`src/rtl/instr_fetch_queue_if.sv`:
```
// Fetch-unit bundle: instruction-memory read port, redirect, and the
// two-slot presentation to the decoders.
//   master : the fetch queue itself
//   slave  : the environment (IM + decoders + branch resolution)
interface instr_fetch_queue_if #(
    parameter int AW = 16
);
    // instruction memory side
    logic [AW-1:0] im_addr;
    logic          im_re;
    logic [63:0]   im_rdata;

    // redirect from branch/jump resolution
    logic          flush;
    logic [AW-1:0] flush_pc;

    // decoder side
    logic [1:0]    deq_cnt;
    logic          out_valid0;
    logic [31:0]   out_instr0;
    logic [AW-1:0] out_pc0;
    logic          out_valid1;
    logic [31:0]   out_instr1;
    logic [AW-1:0] out_pc1;
    logic          halted;

    modport master (
        output im_addr, im_re,
        input  im_rdata,
        input  flush, flush_pc,
        input  deq_cnt,
        output out_valid0, out_instr0, out_pc0,
        output out_valid1, out_instr1, out_pc1,
        output halted
    );

    modport slave (
        input  im_addr, im_re,
        output im_rdata,
        output flush, flush_pc,
        output deq_cnt,
        input  out_valid0, out_instr0, out_pc0,
        input  out_valid1, out_instr1, out_pc1,
        input  halted
    );
endinterface

```
`src/rtl/instr_fetch_queue.sv`:
```
// instr_fetch_queue: fetch front end. Owns the fetch PC, issues aligned
// two-word reads to instruction memory (data returns one cycle later),
// buffers returned instructions in an in-order circular queue and shows
// the two oldest entries (registered) to the pair of decoders.
// A HLT opcode stops fetching until the next flush.
// Optional feature macro: IFQ_PERF_EN adds stall_cycles / flush_count.
module instr_fetch_queue #(
    parameter int            DEPTH    = 8,
    parameter int            AW       = 16,
    parameter logic [AW-1:0] RESET_PC = '0,
    parameter logic [4:0]    HLT_OP   = 5'b11111
) (
    input  logic                   clk,
    input  logic                   rst_n,
    instr_fetch_queue_if.master    bus
`ifdef IFQ_PERF_EN
    ,
    output logic [31:0]            stall_cycles,
    output logic [31:0]            flush_count
`endif
);

    localparam int PW = $clog2(DEPTH);   // pointer width
    localparam int CW = PW + 1;          // occupancy width (0..DEPTH)
    localparam int SW = CW + 1;          // headroom for the room check sum

    typedef logic [PW-1:0] ptr_t;
    typedef logic [CW-1:0] cnt_t;

    if (DEPTH < 4 || (DEPTH & (DEPTH - 1)) != 0) begin : g_depth_check
        $error("instr_fetch_queue: DEPTH must be a power of 2 and at least 4");
    end

    // ------------------------------------------------------------------
    // Queue storage (not reset: contents are only meaningful below count)
    // ------------------------------------------------------------------
    logic [31:0]   instr_mem [DEPTH];
    logic [AW-1:0] pc_mem    [DEPTH];

    // ------------------------------------------------------------------
    // State
    // ------------------------------------------------------------------
    logic [AW-1:0] pc_q,          pc_d;
    ptr_t          rd_ptr_q,      rd_ptr_d;
    ptr_t          wr_ptr_q,      wr_ptr_d;
    cnt_t          count_q,       count_d;
    logic          inflight_q,    inflight_d;
    logic [1:0]    inflight_n_q,  inflight_n_d;
    logic [AW-1:0] inflight_pc_q, inflight_pc_d;
    logic          halted_q,      halted_d;

    logic          out_valid0_q,  out_valid0_d;
    logic          out_valid1_q,  out_valid1_d;
    logic [31:0]   out_instr0_q,  out_instr0_d;
    logic [31:0]   out_instr1_q,  out_instr1_d;
    logic [AW-1:0] out_pc0_q,     out_pc0_d;
    logic [AW-1:0] out_pc1_q,     out_pc1_d;

    // ------------------------------------------------------------------
    // Combinational helpers
    // ------------------------------------------------------------------
    logic [1:0]    pend_n;
    logic [SW-1:0] need;
    logic          room_ok;
    logic          im_re_c;

    logic          resp_ok;
    logic [31:0]   lo_word, hi_word;
    logic          lo_hlt, hi_hlt;
    logic          we0, we1;
    logic [31:0]   wd0, wd1;
    logic [AW-1:0] wp0, wp1;
    logic          halt_hit;
    cnt_t          enq_n;
    cnt_t          deq_n;

    // Request gating: a new pair may only be requested when the queue can
    // absorb it on top of whatever is already committed (stored entries
    // plus the response still due). Dequeues are not credited, which keeps
    // the check conservative and independent of the decoders.
    always_comb begin
        pend_n  = inflight_q ? inflight_n_q : 2'd0;
        need    = SW'(count_q) + SW'(pend_n) + SW'(2);
        room_ok = (need <= SW'(DEPTH));
        im_re_c = rst_n && !halted_q && !bus.flush && room_ok;
    end

    // Response decode: choose which words of the returned pair enter the
    // queue, and stop at the first HLT so nothing behind it is kept.
    always_comb begin
        lo_word  = bus.im_rdata[31:0];
        hi_word  = bus.im_rdata[63:32];
        lo_hlt   = (lo_word[31:27] == HLT_OP);
        hi_hlt   = (hi_word[31:27] == HLT_OP);
        // a response arriving after a halt belongs to a request that raced
        // the halt and is thrown away
        resp_ok  = inflight_q && !bus.flush && !halted_q;

        we0      = 1'b0;
        we1      = 1'b0;
        wd0      = lo_word;
        wp0      = inflight_pc_q;
        wd1      = hi_word;
        wp1      = inflight_pc_q + AW'(1);
        halt_hit = 1'b0;

        if (resp_ok) begin
            if (!inflight_pc_q[0]) begin
                // even start: both words, unless the first one halts
                we0 = 1'b1;
                if (lo_hlt) begin
                    halt_hit = 1'b1;
                end else begin
                    we1      = 1'b1;
                    halt_hit = hi_hlt;
                end
            end else begin
                // odd start (after a redirect): only the odd word is wanted
                we0      = 1'b1;
                wd0      = hi_word;
                halt_hit = hi_hlt;
            end
        end

        enq_n = cnt_t'(we0) + cnt_t'(we1);
    end

    // Dequeue amount: decoders may ask for more than is present; clamp.
    always_comb begin
        deq_n = (cnt_t'(bus.deq_cnt) > count_q) ? count_q : cnt_t'(bus.deq_cnt);
    end

    // Next-state for PC, pointers, occupancy and in-flight bookkeeping.
    // A flush overrides everything: queue empties, fetch restarts at the
    // redirect target on the following cycle.
    always_comb begin
        pc_d          = pc_q;
        rd_ptr_d      = rd_ptr_q;
        wr_ptr_d      = wr_ptr_q;
        count_d       = count_q;
        inflight_d    = 1'b0;
        inflight_n_d  = inflight_n_q;
        inflight_pc_d = inflight_pc_q;
        halted_d      = halted_q;

        if (bus.flush) begin
            count_d    = '0;
            rd_ptr_d   = wr_ptr_q;
            inflight_d = 1'b0;
            halted_d   = 1'b0;
            pc_d       = bus.flush_pc;
        end else begin
            rd_ptr_d = rd_ptr_q + ptr_t'(deq_n);
            wr_ptr_d = wr_ptr_q + ptr_t'(enq_n);
            count_d  = count_q - deq_n + enq_n;
            halted_d = halted_q | halt_hit;
            if (im_re_c) begin
                inflight_d    = 1'b1;
                inflight_n_d  = pc_q[0] ? 2'd1 : 2'd2;
                inflight_pc_d = pc_q;
                pc_d          = {pc_q[AW-1:1] + (AW-1)'(1), 1'b0};
            end
        end
    end

    // Output slot reads: entry at rd_ptr_d (+1), forwarding anything being
    // written this cycle so the registered outputs see it one cycle later.
    for (genvar gi = 0; gi < 2; gi++) begin : g_slot
        ptr_t          idx;
        logic [31:0]   instr;
        logic [AW-1:0] pc;

        // per-slot read with write-through of this cycle's enqueue
        always_comb begin
            idx   = rd_ptr_d + ptr_t'(gi);
            instr = instr_mem[idx];
            pc    = pc_mem[idx];
            if (we0 && idx == wr_ptr_q) begin
                instr = wd0;
                pc    = wp0;
            end
            if (we1 && idx == wr_ptr_q + ptr_t'(1)) begin
                instr = wd1;
                pc    = wp1;
            end
        end
    end

    // Registered presentation to the decoders.
    always_comb begin
        out_valid0_d = (count_d >= cnt_t'(1));
        out_valid1_d = (count_d >= cnt_t'(2));
        out_instr0_d = g_slot[0].instr;
        out_pc0_d    = g_slot[0].pc;
        out_instr1_d = g_slot[1].instr;
        out_pc1_d    = g_slot[1].pc;
    end

    // State and output registers with asynchronous reset.
    always_ff @(posedge clk or negedge rst_n) begin
        if (!rst_n) begin
            pc_q          <= RESET_PC;
            rd_ptr_q      <= '0;
            wr_ptr_q      <= '0;
            count_q       <= '0;
            inflight_q    <= 1'b0;
            inflight_n_q  <= 2'd0;
            inflight_pc_q <= '0;
            halted_q      <= 1'b0;
            out_valid0_q  <= 1'b0;
            out_valid1_q  <= 1'b0;
            out_instr0_q  <= '0;
            out_instr1_q  <= '0;
            out_pc0_q     <= '0;
            out_pc1_q     <= '0;
        end else begin
            pc_q          <= pc_d;
            rd_ptr_q      <= rd_ptr_d;
            wr_ptr_q      <= wr_ptr_d;
            count_q       <= count_d;
            inflight_q    <= inflight_d;
            inflight_n_q  <= inflight_n_d;
            inflight_pc_q <= inflight_pc_d;
            halted_q      <= halted_d;
            out_valid0_q  <= out_valid0_d;
            out_valid1_q  <= out_valid1_d;
            out_instr0_q  <= out_instr0_d;
            out_instr1_q  <= out_instr1_d;
            out_pc0_q     <= out_pc0_d;
            out_pc1_q     <= out_pc1_d;
        end
    end

    // Queue entry writes (up to two consecutive slots per cycle).
    always_ff @(posedge clk) begin
        if (we0) begin
            instr_mem[wr_ptr_q] <= wd0;
            pc_mem[wr_ptr_q]    <= wp0;
        end
        if (we1) begin
            instr_mem[wr_ptr_q + ptr_t'(1)] <= wd1;
            pc_mem[wr_ptr_q + ptr_t'(1)]    <= wp1;
        end
    end

    assign bus.im_addr    = {pc_q[AW-1:1], 1'b0};
    assign bus.im_re      = im_re_c;
    assign bus.out_valid0 = out_valid0_q;
    assign bus.out_valid1 = out_valid1_q;
    assign bus.out_instr0 = out_instr0_q;
    assign bus.out_instr1 = out_instr1_q;
    assign bus.out_pc0    = out_pc0_q;
    assign bus.out_pc1    = out_pc1_q;
    assign bus.halted     = halted_q;

`ifdef IFQ_PERF_EN
    logic [31:0] stall_cycles_q, stall_cycles_d;
    logic [31:0] flush_count_q,  flush_count_d;

    // Saturating counters: cycles fetch could have run but did not request,
    // and number of redirects.
    always_comb begin
        stall_cycles_d = stall_cycles_q;
        flush_count_d  = flush_count_q;
        if (!halted_q && !bus.flush && !im_re_c && stall_cycles_q != 32'hFFFF_FFFF) begin
            stall_cycles_d = stall_cycles_q + 32'd1;
        end
        if (bus.flush && flush_count_q != 32'hFFFF_FFFF) begin
            flush_count_d = flush_count_q + 32'd1;
        end
    end

    // Counter registers.
    always_ff @(posedge clk or negedge rst_n) begin
        if (!rst_n) begin
            stall_cycles_q <= '0;
            flush_count_q  <= '0;
        end else begin
            stall_cycles_q <= stall_cycles_d;
            flush_count_q  <= flush_count_d;
        end
    end

    assign stall_cycles = stall_cycles_q;
    assign flush_count  = flush_count_q;
`endif

endmodule

```
`src/flat_wrapper.sv`:
```
// flat-port wrapper written by rule: the top's interface ports become plain ports
module instr_fetch_queue_flat 
#(
    parameter int            DEPTH    = 8,
    parameter int            AW       = 16,
    parameter logic [AW-1:0] RESET_PC = '0,
    parameter logic [4:0]    HLT_OP   = 5'b11111
)
  (clk, rst_n, bus_im_addr, bus_im_re, bus_im_rdata, bus_flush, bus_flush_pc, bus_deq_cnt, bus_out_valid0, bus_out_instr0, bus_out_pc0, bus_out_valid1, bus_out_instr1, bus_out_pc1, bus_halted);
  instr_fetch_queue_if #(.AW(AW)) bus_i ();
  input  logic clk;
  input  logic rst_n;
  output wire logic [$bits(bus_i.im_addr)-1:0] bus_im_addr;
  output wire logic [$bits(bus_i.im_re)-1:0] bus_im_re;
  input wire logic [$bits(bus_i.im_rdata)-1:0] bus_im_rdata;
  input wire logic [$bits(bus_i.flush)-1:0] bus_flush;
  input wire logic [$bits(bus_i.flush_pc)-1:0] bus_flush_pc;
  input wire logic [$bits(bus_i.deq_cnt)-1:0] bus_deq_cnt;
  output wire logic [$bits(bus_i.out_valid0)-1:0] bus_out_valid0;
  output wire logic [$bits(bus_i.out_instr0)-1:0] bus_out_instr0;
  output wire logic [$bits(bus_i.out_pc0)-1:0] bus_out_pc0;
  output wire logic [$bits(bus_i.out_valid1)-1:0] bus_out_valid1;
  output wire logic [$bits(bus_i.out_instr1)-1:0] bus_out_instr1;
  output wire logic [$bits(bus_i.out_pc1)-1:0] bus_out_pc1;
  output wire logic [$bits(bus_i.halted)-1:0] bus_halted;
  assign bus_im_addr = bus_i.im_addr;
  assign bus_im_re = bus_i.im_re;
  assign bus_i.im_rdata = bus_im_rdata;
  assign bus_i.flush = bus_flush;
  assign bus_i.flush_pc = bus_flush_pc;
  assign bus_i.deq_cnt = bus_deq_cnt;
  assign bus_out_valid0 = bus_i.out_valid0;
  assign bus_out_instr0 = bus_i.out_instr0;
  assign bus_out_pc0 = bus_i.out_pc0;
  assign bus_out_valid1 = bus_i.out_valid1;
  assign bus_out_instr1 = bus_i.out_instr1;
  assign bus_out_pc1 = bus_i.out_pc1;
  assign bus_halted = bus_i.halted;
  instr_fetch_queue #(.DEPTH(DEPTH), .AW(AW), .RESET_PC(RESET_PC), .HLT_OP(HLT_OP)) u_core (.clk(clk), .rst_n(rst_n), .bus(bus_i));
endmodule
```
`config.mk`:
```
export PLATFORM = sky130hd
export DESIGN_NAME = instr_fetch_queue_flat
export DESIGN_NICKNAME = d
export VERILOG_FILES = /design/src/rtl/instr_fetch_queue_if.sv /design/src/rtl/instr_fetch_queue.sv /design/src/flat_wrapper.sv
export SDC_FILE = /design/constraint.sdc
export NUM_CORES = 1
export LEC_CHECK = 0
export BUFFER_PORTS_ARGS = -buffer_cell sky130_fd_sc_hd__buf_2
export CORE_AREA = 4 4 342 260
export DETAILED_ROUTE_END_ITERATION = 10
export DIE_AREA = 0 0 346 264
export GPL_TIMING_DRIVEN = 0
export PLACE_DENSITY = 0.56
export SYNTH_ARGS = -nofsm -noshare
export SYNTH_HDL_FRONTEND = slang
export SYNTH_SLANG_ARGS = --single-unit
```
`constraint.sdc`:
```
create_clock -name clk -period 6.5 [get_ports clk]
set_input_delay 0.325 -clock clk [delete_from_list [all_inputs] [get_ports clk]]
set_output_delay 0.325 -clock clk [all_outputs]
set_load 0.03 [all_outputs]
```
======== Word-level counts from Yosys, hierarchy flattened ========
Memory sizes are Yosys's and may differ from the RTL's. A register that Yosys moved wholly into a read port is not among the register bits.
Index checks and enable logic that the tools add are counted.
operators by class
  reduce and logical (&&, ||, !) cells .... 13
  muxes and demuxes ....................... 23
  bitwise logic cells ..................... 2
  add/sub/neg operators ................... 11
  eq/ne operators ......................... 2
  magnitude comparators ................... 4
operator list
  kind                     count
  $mux W32                 2
  $mux W16                 2
  $add A16 B1 Y16 const B  1
  $add A15 B1 Y15 const B  1
  $mux W1                  14
  $eq A5 B5 Y1 const B     2
  $mux W4                  2
  $add A3 B1 Y3 const B    2
  $add A3 B3 Y3            2
  $logic_not A1 Y1         6
  $add A4 B2 Y5            1
  $add A5 B2 Y5 const B    1
  $le A5 B4 Y1 const B     1
  $logic_and A1 B1 Y1      5
  $add A4 B4 Y4            1
  $ge A4 B1 Y1 const B     1
  $ge A4 B2 Y1 const B     1
  $gt A2 B4 Y1             1
  $mux W2                  2
  $sub A4 B4 Y4            1
  $mux W3                  1
  $add A1 B1 Y2            1
  $reduce_and A2 Y1        1
  $reduce_bool A2 Y1       1
  other kinds (2)          2
storage, ports and cells
  bits of input ports ..................... 85
  logic and storage cells ................. 67
  memories ................................ 2
  output and inout port bits .............. 116
  bits in registers ....................... 48
  memory bits (writable) .................. 384
memory list
  name              depth  width  read ports  clocked after memory_dff  write ports  RTL line                 source
  u_core.instr_mem  8      32     2           2                         2            instr_fetch_queue.sv:37  logic [31:0] instr_mem [DEPTH];
  u_core.pc_mem     8      16     2           2                         2            instr_fetch_queue.sv:38  logic [AW-1:0] pc_mem [DEPTH];

======== Logic depth before layout (Yosys ltp) ========
  depth in word-level cells ............... 8
  gate-level depth with buffers ........... 23

======== Worst setup path before layout ========
No wires, ideal clock.
  path kind ............................... reg-to-reg
  start ................................... register u_core.halted_q, in the netlist u_core.bus.halted
  end ..................................... memory u_core.instr_mem[0][0], enable pin
  data arrival time ....................... 4.585 ns
  path slack .............................. 1.390 ns
  stages on the path, launching flop included .. 4
  data required time ...................... 5.974 ns
  buffers on the path ..................... 0
  library setup time ...................... 0.526 ns
  path through ............................ dfrtp_1 nor3b_4 nand2_1 o31ai_1
RTL lines
  item                    RTL line                  source
  from (decl)             instr_fetch_queue.sv:50   logic halted_q, halted_d;
  from (signal assigned)  instr_fetch_queue.sv:224  halted_q <= halted_d;
  to (decl)               instr_fetch_queue.sv:37

======== Worst setup path in the final report ========
  start ................................... register u_core.count_q[1]
  end ..................................... register u_core.out_pc1_q[15], in the netlist u_core.bus.out_pc1[15] (read register of u_core.pc_mem)
on the way
  cells in the longest elaborated chain, start to end .. 5
ends and longest elaborated chain
  item                    RTL line                  source
  from (decl)             instr_fetch_queue.sv:46   cnt_t count_q, count_d;
  from (signal assigned)  instr_fetch_queue.sv:220  count_q <= count_d;
  $gt A2 B4 Y1            instr_fetch_queue.sv:130  deq_n = (cnt_t'(bus.deq_cnt) > count_q) ? count_q : cnt_t'(bus.deq_cnt);
  $mux W4 *               instr_fetch_queue.sv:130
  $add A3 B3 Y3 *         instr_fetch_queue.sv:153  rd_ptr_d = rd_ptr_q + ptr_t'(deq_n);
  $mux W3 *               instr_fetch_queue.sv:146  if (bus.flush) begin
  $add A3 B1 Y3 *         instr_fetch_queue.sv:175  idx = rd_ptr_d + ptr_t'(gi);
  to (decl)               instr_fetch_queue.sv:57   logic [AW-1:0] out_pc1_q, out_pc1_d;
Mark *: on every way between the ends. The rest lies on a longest branch, timed or not.
A chain may end at the register's enable or synchronous reset.

==> metrics.md <==
| Metric | Value |
|---|---|
| Lkg Pwr | 0.0128 µW |
| Post-synth top cells | 425 x nor2_1, 384 x edfxtp_1, 383 x nand2_1, 316 x a21oi_1, 274 x clkbuf_1 |
| Tcrit/Tclk final | 96.6% |
| Final Skew | 0.0365 ns |
| Proportion of layout cells with a drive suffix above 1 | 17.8% |
| CTS H-tree lvls | 2 |
| WP data arrival | 6.81 ns |
| R2r setup slk | 0.22 ns |
| Pwr Density | 581 nW/µm² |
| Net count, final | 3358 |
| Switching share of total power | 47.3% |
| Final setup vio count | 0 |
| Cell count after synthesis | 2946 |
| Max FO, Critical Path | 20 |
| Syn Nets | 3053 |
| NetSw | 9640 µW |
| Ant diodes | 0 |
| Number of placement rows | 93 |
| RSZ-0062 raised after global routing | no |
| Met2 WL | 51200 µm |
| Filler cells | 8398 |
| First-pass GRT wire length | 173000 µm |
| Worst path required time | 7.03 ns |
| Global placer's final weighted congestion | 0.913 |
| Flops & latches, synth | 527 |
| Primary FF master, synth | edfxtp_1 |
| Synth area leaders | edfxtp_1 39%, dfrtp_1 12%, mux4_2 7.5% |
| Reg power frac | 23.5% |
| CP Class | flop to flop |
| DR iter-0 viols | 4451 |
| Die Span Y | 264 µm |
| FF-to-FF Start | u_core.count_q[1] |
| VDD IR max | 379 µV |
| Status | completed |
| Final setup TNS | 0 ns |
| Worst min-delay path category | input pin to async pin |
| Antenna violations before repair | 4 |
| DRT antenna net count | 0 |
| CTS root buf | clkbuf_16 |
| Highest routed layer | met5 |
| Cell Area, Placed | 32800 µm² |
| Starting density of the core | 34.8% |
| Port Buffers | 198 |
| CTS sink cnt | 527 |
| Rel. slew slack | 9.98% |
| Largest net degree at the start of global routing | 86 |
| Max incr delay on CP | 0.61 ns |
| Die area | 91300 µm² |
| Post-synthesis cell area | 29700 µm² |
| Vias in the first global route | 25.0k |
| Fin area | 35100 µm² |
| Critical path, cell by cell | inv_1 > ha_1 > nor2b_2 > o211ai_1 > buf_4 > nand2_1 > o21ai_0 > ha_1 > inv_1 > fa_1 > mux2i_4 > clkbuf_4 > buf_4 > ha_1 > buf_2 > xor2_1 > nor3_2 > inv_1 > nor2_1 > clkbuf_2 > mux2i_2 > and3_1 > o22ai_1 |
| DP Wirelength | 84700 µm |
| Clk pwr share | 17.1% |
| Max Clk Rate | 0.159 GHz |
| CTS tree | done |
| IO Pins | 201 |
| Max Cap Viol | 0 |
| Synth unique cells | 64 |
| Slew Viols, Final | 0 |
| CTS buffer count | 59 |
| Reg clk slew, reported paths | 0.06 ns |
| Final Hold Viols | 0 |
| Reg2Reg Depth | 23 |
| DR vias/cell | 5.90 |
| Register area share after synthesis | 50.9% |
| Final wirelength | 121000 µm |
| Die X-Extent | 346 µm |
| Syn Area/Cell | 10.1 µm² |
| Clock latency on the worst-skew pair | 0.67 ns |
| Most frequent cell after synthesis | nor2_1 |
| Async SR Flop Fraction | 27.1% |
| Yosys top cell area share | 38.8% |
| R2r endpoint | u_core.bus.out_pc1[15] |
| Ys Warns | 0 |
| DR vias | 26.2k |
| Internal | 10700 µW |
| Pre-antenna DRT Iters | 7 |
| Met3 WL | 15700 µm |
| Syn-to-layout area delta | 18.1% |
| Core area | 85400 µm² |
| Slew @ Worst Pin | 1.31 ns |
| Startpoint Class | flop |
| DRC Markers | 0 |
| Post-synth EDFFs | 384 |
| Grt total ovfl | 0 |
| Worst Setup End Kind | flop |
| Comb pwr share | 59.4% |
| Longest Clk Path Bufs | 3 |
| Total track usage | 25.3% |
| Met1 Routed Length | 49000 µm |
| Post-route minimum period | 6.28 ns |
| Wirelength per Cell | 27.2 µm |
| Post-synth top area cell | edfxtp_1 |
| Worst Setup SP | u_core.count_q[1] |
| Crit-path slowest cell | fa_1 |
[placed cells by master, fill, tap and decap left out, drive strengths merged, types with 53 or more instances in the layout]
cell and n:
buf 326, mux2i 53, nor2 426, a31oi 80, o21ai 88, a211oi 152, nor2b 92, nand2 383
mux4 99, a21oi 316, edfxtp 384, dfrtp 143, clkbuf 371
[area by class of cell]
class	instances	area, µm²	area share [%]
clock inverter	16	195	0.557
tap	1140	1430	4.07
multi-input combinational	2017	13000	37.0
sequential	527	15100	43.1
inverter	28	105	0.300
buffer	373	1670	4.75
timing repair buffer	245	1800	5.12
clock buffer	96	1800	5.13
[layer usage]
metal | global-route usage, % | up-vias
met2 | 36.5 | 1883
li1 | - | 11200
met1 | 36.2 | 12900
met5 | 0 | -
met3 | 6.83 | 286
met4 | 9.93 | 4
[per-stage QoR]
stage / total power (µW) / cells / hold WS, ns / util [%] / setup WS, ns
3_3_place_gp: 16400 / 4284 / 0.457 / 37.6 / -3.40
6_report: 20400 / 4442 / 0.202 / 41.1 / 0.221
3_5_place_dp: 16500 / 4308 / 0.296 / 38.4 / -1.52
4_1_cts: 20000 / 4438 / 0.201 / 41.0 / -0.0462
5_1_grt: 21100 / 4442 / 0.271 / 41.1 / 0.0548
2_1_floorplan: 12300 / 2946 / 0.0294 / - / 1.39
[timing repair]
item                                    4_1_cts  5_1_grt
setup buffers                                 2        4
pin swaps                                     0        1
hold buffers                                 17        0
endpoints found under the setup margin       48       47
resized for setup                            23        5
endpoints found under the hold margin        75        0
[critical path: cells and delay by family (launching register included)]
| kind | cells | cell delay [ns] |
|---|---|---|
| AND/OR/NAND/NOR | 5 | 1.03 |
| adder cells (fa/ha/maj) | 4 | 1.38 |
| buffers and inverters | 8 | 1.96 |
| AO/OA/AOI/OAI | 3 | 0.57 |
| flip-flops | 1 | 0.37 |
| XOR/XNOR | 1 | 0.21 |
| multiplexers | 2 | 0.60 |
[logic make-up (layout without fill, tap and decap cells)]
kind of cell / count (synthesis) / in the layout / share of synthesized area (%)
and+or+nand+nor: 1010 / 1010 / 14.3
buffers and inverters: 402 / 758 / 5.91
other: 1 / 1 / 0.0126
AOI/OAI and AO/OA: 730 / 730 / 15.0
DFF: 527 / 527 / 50.9
adders and majority gates: 22 / 22 / 1.05
muxes: 188 / 188 / 10.7
xor gates and xnor gates: 66 / 66 / 1.99
[state kept, by name, summed over array words and instances, names as in the netlist, 3 cells and up]
register / cells
u_core.bus.out_instr1: 32
u_core.instr_mem: 256
u_core.pc_mem: 128
u_core.count_q: 4
u_core.inflight_pc_q: 16
u_core.pc_q: 16
u_core.bus.out_pc0: 16
u_core.rd_ptr_q: 3
u_core.bus.out_instr0: 32
u_core.wr_ptr_q: 3
u_core.bus.out_pc1: 16
[how the worst max path moves through the flow]
stage / end / slack [ns] / cells after the start
detailed placement: u_core.bus.out_instr1[30] / -1.52 / 22
global route: u_core.bus.out_instr1[5] / 0.05 / 23
CTS: u_core.bus.out_instr1[0] / -0.05 / 20
floorplan: u_core.instr_mem[0][0] / 1.39 / 3
finish: u_core.bus.out_pc1[15] / 0.22 / 23
global placement: u_core.instr_mem[4][8] / -3.40 / 4
[power by group through the flow]
| stage | clock [µW] | combinational (µW) | sequential [µW] |
|---|---|---|---|
| after global placement | 0 | 11500 | 4900 |
| final | 3490 | 12100 | 4780 |
| after floorplan | 0 | 6850 | 5410 |
| after CTS | 3490 | 11800 | 4780 |
| after global routing | 3630 | 12600 | 4840 |
| after detailed placement | 0 | 11700 | 4840 |
No activity file was read; power rests on OpenSTA's default activity.
